--- config.mk ---
export PLATFORM = sky130hd
export DESIGN_NAME = assoc_tag_ctrl
export DESIGN_NICKNAME = d
export VERILOG_FILES = /design/src/rtl/assoc_tag_ctrl.sv
export SDC_FILE = /design/constraint.sdc
export NUM_CORES = 1
export LEC_CHECK = 0
export CELL_PAD_IN_SITES_DETAIL_PLACEMENT = 1
export CELL_PAD_IN_SITES_GLOBAL_PLACEMENT = 1
export CORE_MARGIN = 5
export CORE_UTILIZATION = 45
export DETAILED_ROUTE_END_ITERATION = 7
export PLACE_DENSITY_LB_ADDON = 0.2
export SETUP_SLACK_MARGIN = 0.4
export SLEW_MARGIN = 20
export SYNTH_ARGS = -nofsm -noshare
export SYNTH_HDL_FRONTEND = slang
export SYNTH_SLANG_ARGS = --single-unit
--- constraint.sdc ---
create_clock -name clk -period 20.8 [get_ports clk]
set_clock_uncertainty 0.05 [all_clocks]
set_input_delay 4.16 -clock clk [delete_from_list [all_inputs] [get_ports clk]]
set_output_delay 4.16 -clock clk [all_outputs]
set_load 0.05 [all_outputs]
--- src/rtl/assoc_tag_ctrl.sv ---
// assoc_tag_ctrl: fully-associative tag array for the BIU line cache.
// LFU replacement with aging, dirty write-back, refill, sync and flush.
module assoc_tag_ctrl #(
   parameter int ENTRY_NUM   = 8,
   parameter int ADDR_WIDTH  = 32,
   parameter int LINE_OFFSET = 10,
   parameter int CNT_WIDTH   = 8,
   parameter int SEL_WIDTH   = $clog2(ENTRY_NUM)
) (
   input  logic                  clk,
   input  logic                  rst,
   input  logic                  acc_read,
   input  logic                  acc_write,
   input  logic [ADDR_WIDTH-1:0] acc_addr,
   output logic                  hit,
   output logic [SEL_WIDTH-1:0]  hit_sel,
   output logic                  busy,
   output logic                  wb_req,
   output logic [SEL_WIDTH-1:0]  wb_sel,
   output logic [ADDR_WIDTH-1:0] wb_addr,
   input  logic                  wb_ack,
   output logic                  refill_req,
   output logic [SEL_WIDTH-1:0]  refill_sel,
   output logic [ADDR_WIDTH-1:0] refill_addr,
   input  logic                  refill_done,
   input  logic                  sync_req,
   input  logic                  flush_req,
   output logic                  op_done
);
   localparam int TAG_W = ADDR_WIDTH - LINE_OFFSET;
   localparam logic [CNT_WIDTH-1:0] CNT_MAX = '1;
   localparam logic [CNT_WIDTH-1:0] CNT_AGED =
      (CNT_MAX >> 1) + 1'b1;
   localparam logic [CNT_WIDTH-1:0] CNT_ONE = CNT_WIDTH'(1);

   typedef enum logic [2:0] {
      IDLE, WB_VICTIM, REFILL, SCAN, WB_SCAN, DONE
   } state_t;

   state_t state, state_nx;

   logic [ENTRY_NUM-1:0] valid;
   logic [ENTRY_NUM-1:0] dirty;
   logic [TAG_W-1:0]     tag_q [ENTRY_NUM];
   logic [CNT_WIDTH-1:0] cnt_q [ENTRY_NUM];
   logic [SEL_WIDTH-1:0] vict_q;
   logic [SEL_WIDTH-1:0] scan_q;
   logic [TAG_W-1:0]     miss_tag;

   logic                 access;
   logic [TAG_W-1:0]     acc_tag;
   logic                 hit_any;
   logic [SEL_WIDTH-1:0] hit_idx;
   logic                 inv_any;
   logic [SEL_WIDTH-1:0] inv_idx;
   logic                 dty_any;
   logic [SEL_WIDTH-1:0] dty_idx;
   logic [SEL_WIDTH-1:0] lfu_idx;
   logic [CNT_WIDTH-1:0] lfu_min;
   logic [SEL_WIDTH-1:0] vict_idx;
   logic                 unused_off;

   assign access     = acc_read | acc_write;
   assign acc_tag    = acc_addr[ADDR_WIDTH-1:LINE_OFFSET];
   assign unused_off = ^acc_addr[LINE_OFFSET-1:0];

   // descending scan so the lowest matching index wins
   always_comb begin
      hit_any = 1'b0;
      hit_idx = '0;
      inv_any = 1'b0;
      inv_idx = '0;
      dty_any = 1'b0;
      dty_idx = '0;
      for (int i = ENTRY_NUM - 1; i >= 0; i--) begin
         if (valid[i] && tag_q[i] == acc_tag) begin
            hit_any = 1'b1;
            hit_idx = SEL_WIDTH'(i);
         end
         if (!valid[i]) begin
            inv_any = 1'b1;
            inv_idx = SEL_WIDTH'(i);
         end
         if (valid[i] && dirty[i]) begin
            dty_any = 1'b1;
            dty_idx = SEL_WIDTH'(i);
         end
      end
   end

   always_comb begin
      lfu_idx = '0;
      lfu_min = cnt_q[0];
      for (int i = 1; i < ENTRY_NUM; i++) begin
         if (cnt_q[i] < lfu_min) begin
            lfu_min = cnt_q[i];
            lfu_idx = SEL_WIDTH'(i);
         end
      end
   end

   assign vict_idx = inv_any ? inv_idx : lfu_idx;

   always_comb begin
      state_nx = state;
      unique case (state)
         IDLE: begin
            if (access) begin
               if (!hit_any) begin
                  if (valid[vict_idx] && dirty[vict_idx])
                     state_nx = WB_VICTIM;
                  else
                     state_nx = REFILL;
               end
            end else if (sync_req || flush_req) begin
               state_nx = SCAN;
            end
         end
         WB_VICTIM: if (wb_ack) state_nx = REFILL;
         REFILL:    if (refill_done) state_nx = IDLE;
         SCAN:      state_nx = dty_any ? WB_SCAN : DONE;
         WB_SCAN:   if (wb_ack) state_nx = SCAN;
         DONE:      state_nx = IDLE;
         default:   state_nx = IDLE;
      endcase
   end

   always_comb begin
      hit         = (state == IDLE) && access && hit_any;
      hit_sel     = hit ? hit_idx : '0;
      busy        = (state != IDLE);
      wb_req      = (state == WB_VICTIM) || (state == WB_SCAN);
      wb_sel      = '0;
      if (state == WB_VICTIM) wb_sel = vict_q;
      if (state == WB_SCAN)   wb_sel = scan_q;
      wb_addr     = '0;
      if (wb_req)
         wb_addr = {tag_q[wb_sel], {LINE_OFFSET{1'b0}}};
      refill_req  = (state == REFILL);
      refill_sel  = refill_req ? vict_q : '0;
      refill_addr = '0;
      if (refill_req)
         refill_addr = {miss_tag, {LINE_OFFSET{1'b0}}};
      op_done     = (state == DONE);
   end

   always_ff @(posedge clk) begin
      if (rst) begin
         state    <= IDLE;
         valid    <= '0;
         dirty    <= '0;
         vict_q   <= '0;
         scan_q   <= '0;
         miss_tag <= '0;
         for (int i = 0; i < ENTRY_NUM; i++) begin
            cnt_q[i] <= '0;
            tag_q[i] <= '0;
         end
      end else begin
         state <= state_nx;
         if (hit) begin
            // halve everyone first so relative order survives
            if (cnt_q[hit_idx] == CNT_MAX) begin
               for (int i = 0; i < ENTRY_NUM; i++)
                  cnt_q[i] <= cnt_q[i] >> 1;
               cnt_q[hit_idx] <= CNT_AGED;
            end else begin
               cnt_q[hit_idx] <= cnt_q[hit_idx] + 1'b1;
            end
            if (acc_write) dirty[hit_idx] <= 1'b1;
         end
         if (state == IDLE && access && !hit_any) begin
            vict_q   <= vict_idx;
            miss_tag <= acc_tag;
         end
         if (state == WB_VICTIM && wb_ack)
            dirty[vict_q] <= 1'b0;
         if (state == REFILL && refill_done) begin
            tag_q[vict_q] <= miss_tag;
            valid[vict_q] <= 1'b1;
            dirty[vict_q] <= 1'b0;
            cnt_q[vict_q] <= CNT_ONE;
         end
         if (state == SCAN && dty_any)
            scan_q <= dty_idx;
         if (state == WB_SCAN && wb_ack)
            dirty[scan_q] <= 1'b0;
         if (state == DONE && flush_req) begin
            valid <= '0;
            for (int i = 0; i < ENTRY_NUM; i++)
               cnt_q[i] <= '0;
         end
      end
   end
endmodule

==> metrics.cfg, run 1 <==
[cells_and_area]
nets=1941
diodes=0
area.growth.synth_to_final_pct=12.6
fin_cells=2416
final_cell_mix=edfxtp_1, and2_1, mux2i_1
num-fill-cells=4470
final_common_cell=edfxtp_1
layout-drive-gt1-share_pct=7.43

[worst_setup_path]
r2r_end=state[1]$_SDFFE_PP0P_
worstPathArrival_ps=17490
cpPeakStageDelay_ps=810
r2r_start=cnt_q[1][7]$_SDFFCE_PN0P_
cp-start-kind=flop
reg2reg_slack_ps=3730
cp_slowest_cell=o41ai_1
reg2reg_depth=65
critPathLaunch=cnt_q[1][7]$_SDFFCE_PN0P_
timing_worst_setup_path_type=reg -> reg
cp-end-kind=flop
worstPathRequired_ps=21220
cp_max_fo=18

[timing]
worstMarginPinSlew_ps=1180
period_share_pct=82.1
maxSlewHeadroom_pct=21.1
fin_ws_ps=3730
period_minus_slack_ps=17070
tns_ps=0
hold_viol=0
final_max_slew_viol_count=0
setup_viol=0
rsz0062_at_grt=false
fmax_mhz=58.6
whs_ps=507

[drt]
drt_iter0_markers=1283
highest_layer=met4
route.met2.wl_um=32600
num_vias=14600
totalWireLength_um=65100
wirelength_met1_um=26300
ant_nets=0
viasPerCell=6.03
drt_first_pass_iters=5
routedWlPerCell_um=26.9
drc=0
met3_length_um=3450

[place]
pre_cts_slack_ps=3580
hpwl_um=45500
port_buffers=87
gp_congestion=0.943
dp_cells=2358

[cts]
holdBufCountCts=0
cts_sinks=287
clk_pin_slew_ps=60
cts_resized=0
postCtsSetupBuffers=0
numCtsBuffers=31
cts_tree=built
ctsHtreeMaxLevel=1
insertion_delay_ps=580
clock_path_buffers=3
cts_root_buf=clkbuf_16

[hold_path]
min-delay-start=dirty[2]$_SDFF_PP0_
whs_path_depth=2
hold_class=reg -> reg
holdPathEnd=dirty[2]$_SDFF_PP0_

[global_route]
antenna_found_initial=0
grt_overflow_total=0
grt_pass1_vias=15100
grt_max_degree=63
grt_pass1_wl_um=95600
grt_usage_pct=28.2

[power_and_ir_drop]
power_density_nw_per_um2=81.4
peakVddDrop_v=0.0000664
leakagePower_nw=7.42

[synthesis]
ys_ff_latch=287
ys_warn_count=0
async_flop_share_pct=0
synthCells=1810
synth-edff-count=240
synth_seq_area_share_pct=43.9
syn_area_per_cell_um2=10.2
syn_area_um2=18500
ys.flop_type=edfxtp_1
ys_types=78

[run]
drv_cap=0

[floorplanning]
core_region_area_um2=40800
io_pins=118
rows=74
fp.dieArea_um2=45400
die_w_um=213
die_y_um=213
start_util_pct=45.4

[outcome]
status=finished clean

==> worst max path at each step <==
stage / end / slack, ps
finish: state[1]$_SDFFE_PP0P_ / 3730
global route: state[1]$_SDFFE_PP0P_ / 2210
CTS: state[1]$_SDFFE_PP0P_ / 3600
detailed placement: state[1]$_SDFFE_PP0P_ / 3580
global placement: state[1]$_SDFFE_PP0P_ / 3780
floorplan: state[1]$_SDFFE_PP0P_ / 6240
==> metrics by stage <==
step | instance area, um2 | total power [mW] | util [%]
final | 20900 | 1.70 | 51.1
after detailed placement | 19900 | 1.18 | 48.8
after global placement | 19900 | 1.16 | 48.8
after global routing | 20900 | 1.77 | 51.1
after floorplan | 18600 | 1.01 | -
after CTS | 20900 | 1.70 | 51.1
==> synth_stat cells (7+ instances only) <==
| cell type | n | share of area [%] |
|---|---|---|
| a21oi_1 | 48 | 1.3 |
| nor3_1 | 36 | 0.97 |
| and3_1 | 13 | 0.44 |
| nand2b_1 | 15 | 0.51 |
| mux4_2 | 22 | 2.7 |
| or2_2 | 8 | 0.27 |
| o21ai_0 | 87 | 2.3 |
| o21a_1 | 13 | 0.53 |
| nor2_1 | 137 | 2.8 |
| nand3_1 | 68 | 1.8 |
| nand2_1 | 75 | 1.5 |
| inv_1 | 52 | 1.1 |
| xor2_1 | 124 | 5.9 |
| clkbuf_1 | 88 | 1.8 |
| nor2b_1 | 10 | 0.34 |
| o22ai_1 | 7 | 0.24 |
| nand4_1 | 34 | 1.1 |
| ha_1 | 42 | 2.8 |
| mux2i_1 | 167 | 9.0 |
| or3_1 | 9 | 0.30 |
| a22oi_1 | 11 | 0.45 |
| buf_4 | 20 | 0.81 |
| edfxtp_1 | 240 | 39 |
| and2_1 | 208 | 7.0 |
| a21o_1 | 13 | 0.53 |
| nor4_1 | 36 | 1.2 |
| dfxtp_1 | 47 | 5.1 |
| xnor2_1 | 59 | 2.8 |
==> cell families after synthesis <==
group,count (synthesis),share of synthesized area [%]
adders and majority gates,43,2.89
and+or+nand+nor,662,18.9
other,1,0.0202
xor gates and xnor gates,183,8.64
buffers and inverters,172,3.93
DFF,287,43.9
muxes,192,11.9
AOI/OAI and AO/OA,270,9.81
==> power by group <==
| part | internal [mW] | switching (mW) |
|---|---|---|
| Sequential | 0.660 | 0.0502 |
| Clock | 0.297 | 0.232 |
| Combinational | 0.157 | 0.304 |
==> area by class of cell <==
type	count	area (um2)	share of cell area, %
Timing Repair Buffer	116	1080	5.19
Tap cell	532	666	3.19
Inverter	53	199	0.953
Clock inverter	13	88.8	0.425
Sequential cell	287	8150	39.0
Multi-Input combinational cell	1370	9840	47.1
Clock buffer	45	858	4.11
==> critical path, delay by kind of cell (launching register included) <==
family / cells / cell delay, ps
adders and majority gates: 7 / 2160
muxes: 5 / 2000
buffers and inverters: 4 / 470
and+or+nand+nor: 23 / 4570
AOI/OAI and AO/OA: 26 / 7240
DFF: 1 / 460
==> routing by layer <==
metal | vias up | GRT usage [%]
li1 | 6633 | -
met1 | 7354 | 35.4
met2 | 457 | 49.6
met3 | 119 | 3.35
met4 | 0 | 11.1
met5 | - | 0
==> registers in the layout (all words and copies together), names as in the netlist <==
name,count
tag_q,176
cnt_q,64
miss_tag,22
dirty,8
valid,8
scan_q,3
state,3
vict_q,3
Note: power is estimated with default switching activity, not from simulation.
==> run 2: changes to the inputs <==
--- a/config.mk
+++ b/config.mk
@@ -8,7 +8,7 @@
 export CELL_PAD_IN_SITES_DETAIL_PLACEMENT = 1
 export CELL_PAD_IN_SITES_GLOBAL_PLACEMENT = 1
 export CORE_MARGIN = 5
-export CORE_UTILIZATION = 45
+export CORE_UTILIZATION = 43
 export DETAILED_ROUTE_END_ITERATION = 7
 export PLACE_DENSITY_LB_ADDON = 0.2
 export SETUP_SLACK_MARGIN = 0.4
==> constraint.sdc (replaced) <==
create_clock -name clk -period 14.3 [get_ports clk]
set_clock_uncertainty 0.05 [all_clocks]
set_input_delay 2.86 -clock clk [delete_from_list [all_inputs] [get_ports clk]]
set_output_delay 2.86 -clock clk [all_outputs]
set_load 0.05 [all_outputs]
==> metrics.cfg, run 2 (synthesis gave the netlist of run 1 again) <==
[outcome]
status=finished clean  ; unchanged

[place]
hpwl_um=46700  ; was 45,500 um
pre_cts_slack_ps=-513  ; was 3580 ps
gp_congestion=0.869  ; was 0.943
port_buffers=87  ; unchanged
placed_area_um2=20400  ; was 19,900 um2
dp_cells=2465  ; was 2,358

[worst_setup_path]
cpPeakStageDelay_ps=460  ; was 810 ps
cp_max_fo=6  ; was 18
cp-end-kind=flop  ; unchanged
timing_worst_setup_path_type=reg -> reg  ; unchanged
critical_path_buf_inv_count=9  ; was 4
cp_top_family=compound AO/OA/AOI/OAI gates  ; unchanged
worstPathArrival_ps=14070  ; was 17,490 ps
cp_slowest_cell=a221o_2  ; was o41ai_1
worstPathRequired_ps=14700  ; was 21,220 ps
cp-start-kind=flop  ; unchanged

[global_route]
grt_usage_pct=27.4  ; was 28.2%
antenna_found_initial=0  ; unchanged
grt_overflow_total=0  ; unchanged
grt_pass1_wl_um=99000  ; was 95,600 um
grt_pass1_vias=16000  ; was 15.1k
grt_max_degree=48  ; was 63

[cells_and_area]
finish.utilization_pct=52.6  ; was 51.1%
stdcell_area_um2=22500  ; was 20,900 um2
top_register=tag_q  ; unchanged
reg_top3=tag_q (176), cnt_q (64), miss_tag (22)  ; unchanged
multi_input_area_um2=10500  ; was 9840 um2
final_common_cell=edfxtp_1  ; unchanged
layout-drive-gt1-share_pct=16.6  ; was 7.43%
ff_latch_area_um2=8150  ; unchanged
num-fill-cells=4628  ; was 4,470
area.growth.synth_to_final_pct=21.5  ; was 12.6%
largest_register_ffs=176  ; unchanged
final_cell_mix=edfxtp_1, and2_1, mux2i_1  ; unchanged
fin_cells=2568  ; was 2,416
diodes=0  ; unchanged
nets=2040  ; was 1,941

[cts]
holdBufCountCts=0  ; unchanged
cts_root_buf=clkbuf_16  ; unchanged
cts_tree=built  ; unchanged
numCtsBuffers=34  ; was 31
clk_pin_slew_ps=60  ; about the same
clock_path_buffers=3  ; unchanged
insertion_delay_ps=540  ; was 580 ps
cts_sinks=287  ; unchanged
ctsHtreeMaxLevel=2  ; was 1

[timing]
fmax_mhz=73.2  ; was 58.6 MHz
maxSlewHeadroom_pct=32.5  ; was 21.1%
setup_viol=0  ; unchanged
final_max_slew_viol_count=0  ; unchanged
rsz0062_at_grt=false  ; unchanged
tns_ps=0  ; unchanged
hold_viol=0  ; unchanged
period_share_pct=95.6  ; was 82.1%
whs_ps=508  ; was 507 ps
worstMarginPinSlew_ps=1010  ; was 1180 ps
period_minus_slack_ps=13670  ; was 17,070 ps
fin_ws_ps=630  ; was 3730 ps

[drt]
met3_length_um=3340  ; was 3450 um
highest_layer=met4  ; unchanged
viasPerCell=5.96  ; was 6.03
drc=0  ; unchanged
ant_nets=0  ; unchanged
num_vias=15300  ; was 14.6k
totalWireLength_um=68500  ; was 65,100 um
wirelength_met1_um=26800  ; was 26,300 um
routedWlPerCell_um=26.7  ; was 26.9 um
drt_iter0_markers=1282  ; was 1,283
route.met2.wl_um=35200  ; was 32,600 um
drt_first_pass_iters=5  ; unchanged

[power_and_ir_drop]
peakVddDrop_v=0.0000995  ; was 0.0000664 V
total_power_mw=2.78  ; was 1.70 mW
power_density_nw_per_um2=123  ; was 81.4 nW/um2
leakagePower_nw=8.02  ; was 7.42 nW

[floorplanning]
io_pins=118  ; unchanged
die_w_um=218  ; was 213 um
fp.dieArea_um2=47400  ; was 45,400 um2
rows=76  ; was 74
start_util_pct=43.3  ; was 45.4%
core_region_area_um2=42900  ; was 40,800 um2
die_y_um=218  ; was 213 um

[hold_path]
hold_class=reg -> reg  ; unchanged

[run]
drv_cap=0  ; unchanged

-- run 2: cell types whose count changed in the layout (fill, tap and decap cells not counted), sizes merged --
cell,previous run,this run
buf,30,124
bufinv,1,5
clkbuf,45,42
a21oi,49,50
clkinv,12,13
inv,53,54
o21ai,90,91
-- run 2: area by class of cell --
class	count	area share [%]
inverters	53	0.882
clock buffers	42	3.91
well taps	585	3.25
flip-flops and latches	287	36.1
multi-input cells	1372	46.7
repair buffers	210	8.06
clock inverters	19	1.02
-- run 2: power by group --
group	internal (mW)	total (mW)	switching (mW)
Clock	0.530	0.887	0.357
Combinational	0.341	0.856	0.515
Sequential	0.960	1.03	0.0732
-- run 2: timing repair --
action                                  in CTS  in global routing
cloned                                       2                  1
pin swaps                                    9                 40
endpoints found under the setup margin       5                  5
resized for setup                           37                 97
buffers inserted                             8                 31
-- run 2: layer usage --
metal / global-route usage [%] / vias to the layer above
met5: 0 / -
li1: - / 6845
met1: 32.8 / 7809
met2: 49.7 / 494
met4: 10.8 / 0
met3: 3.67 / 165
-- run 2: final timing paths --
check,startpoint,to,slack (ps),cells past startpoint
max,cnt_q[0][6]$_DFFE_PP_,state[0]$_SDFFE_PP0P_,630,69
min,dirty[2]$_SDFF_PP0_,dirty[2]$_SDFF_PP0_,510,2
max reg2reg,cnt_q[0][6]$_DFFE_PP_,state[0]$_SDFFE_PP0P_,630,69
min reg2reg,dirty[2]$_SDFF_PP0_,dirty[2]$_SDFF_PP0_,510,2
-- run 2: worst register-to-register path: cells and delay by family (launching register included) --
| kind | cells | cell delay (ps) |
|---|---|---|
| AOI/OAI and AO/OA | 24 | 5160 |
| adders and majority gates | 7 | 1900 |
| DFF | 1 | 420 |
| and+or+nand+nor | 24 | 3530 |
| muxes | 5 | 1360 |
| buffers and inverters | 9 | 1190 |
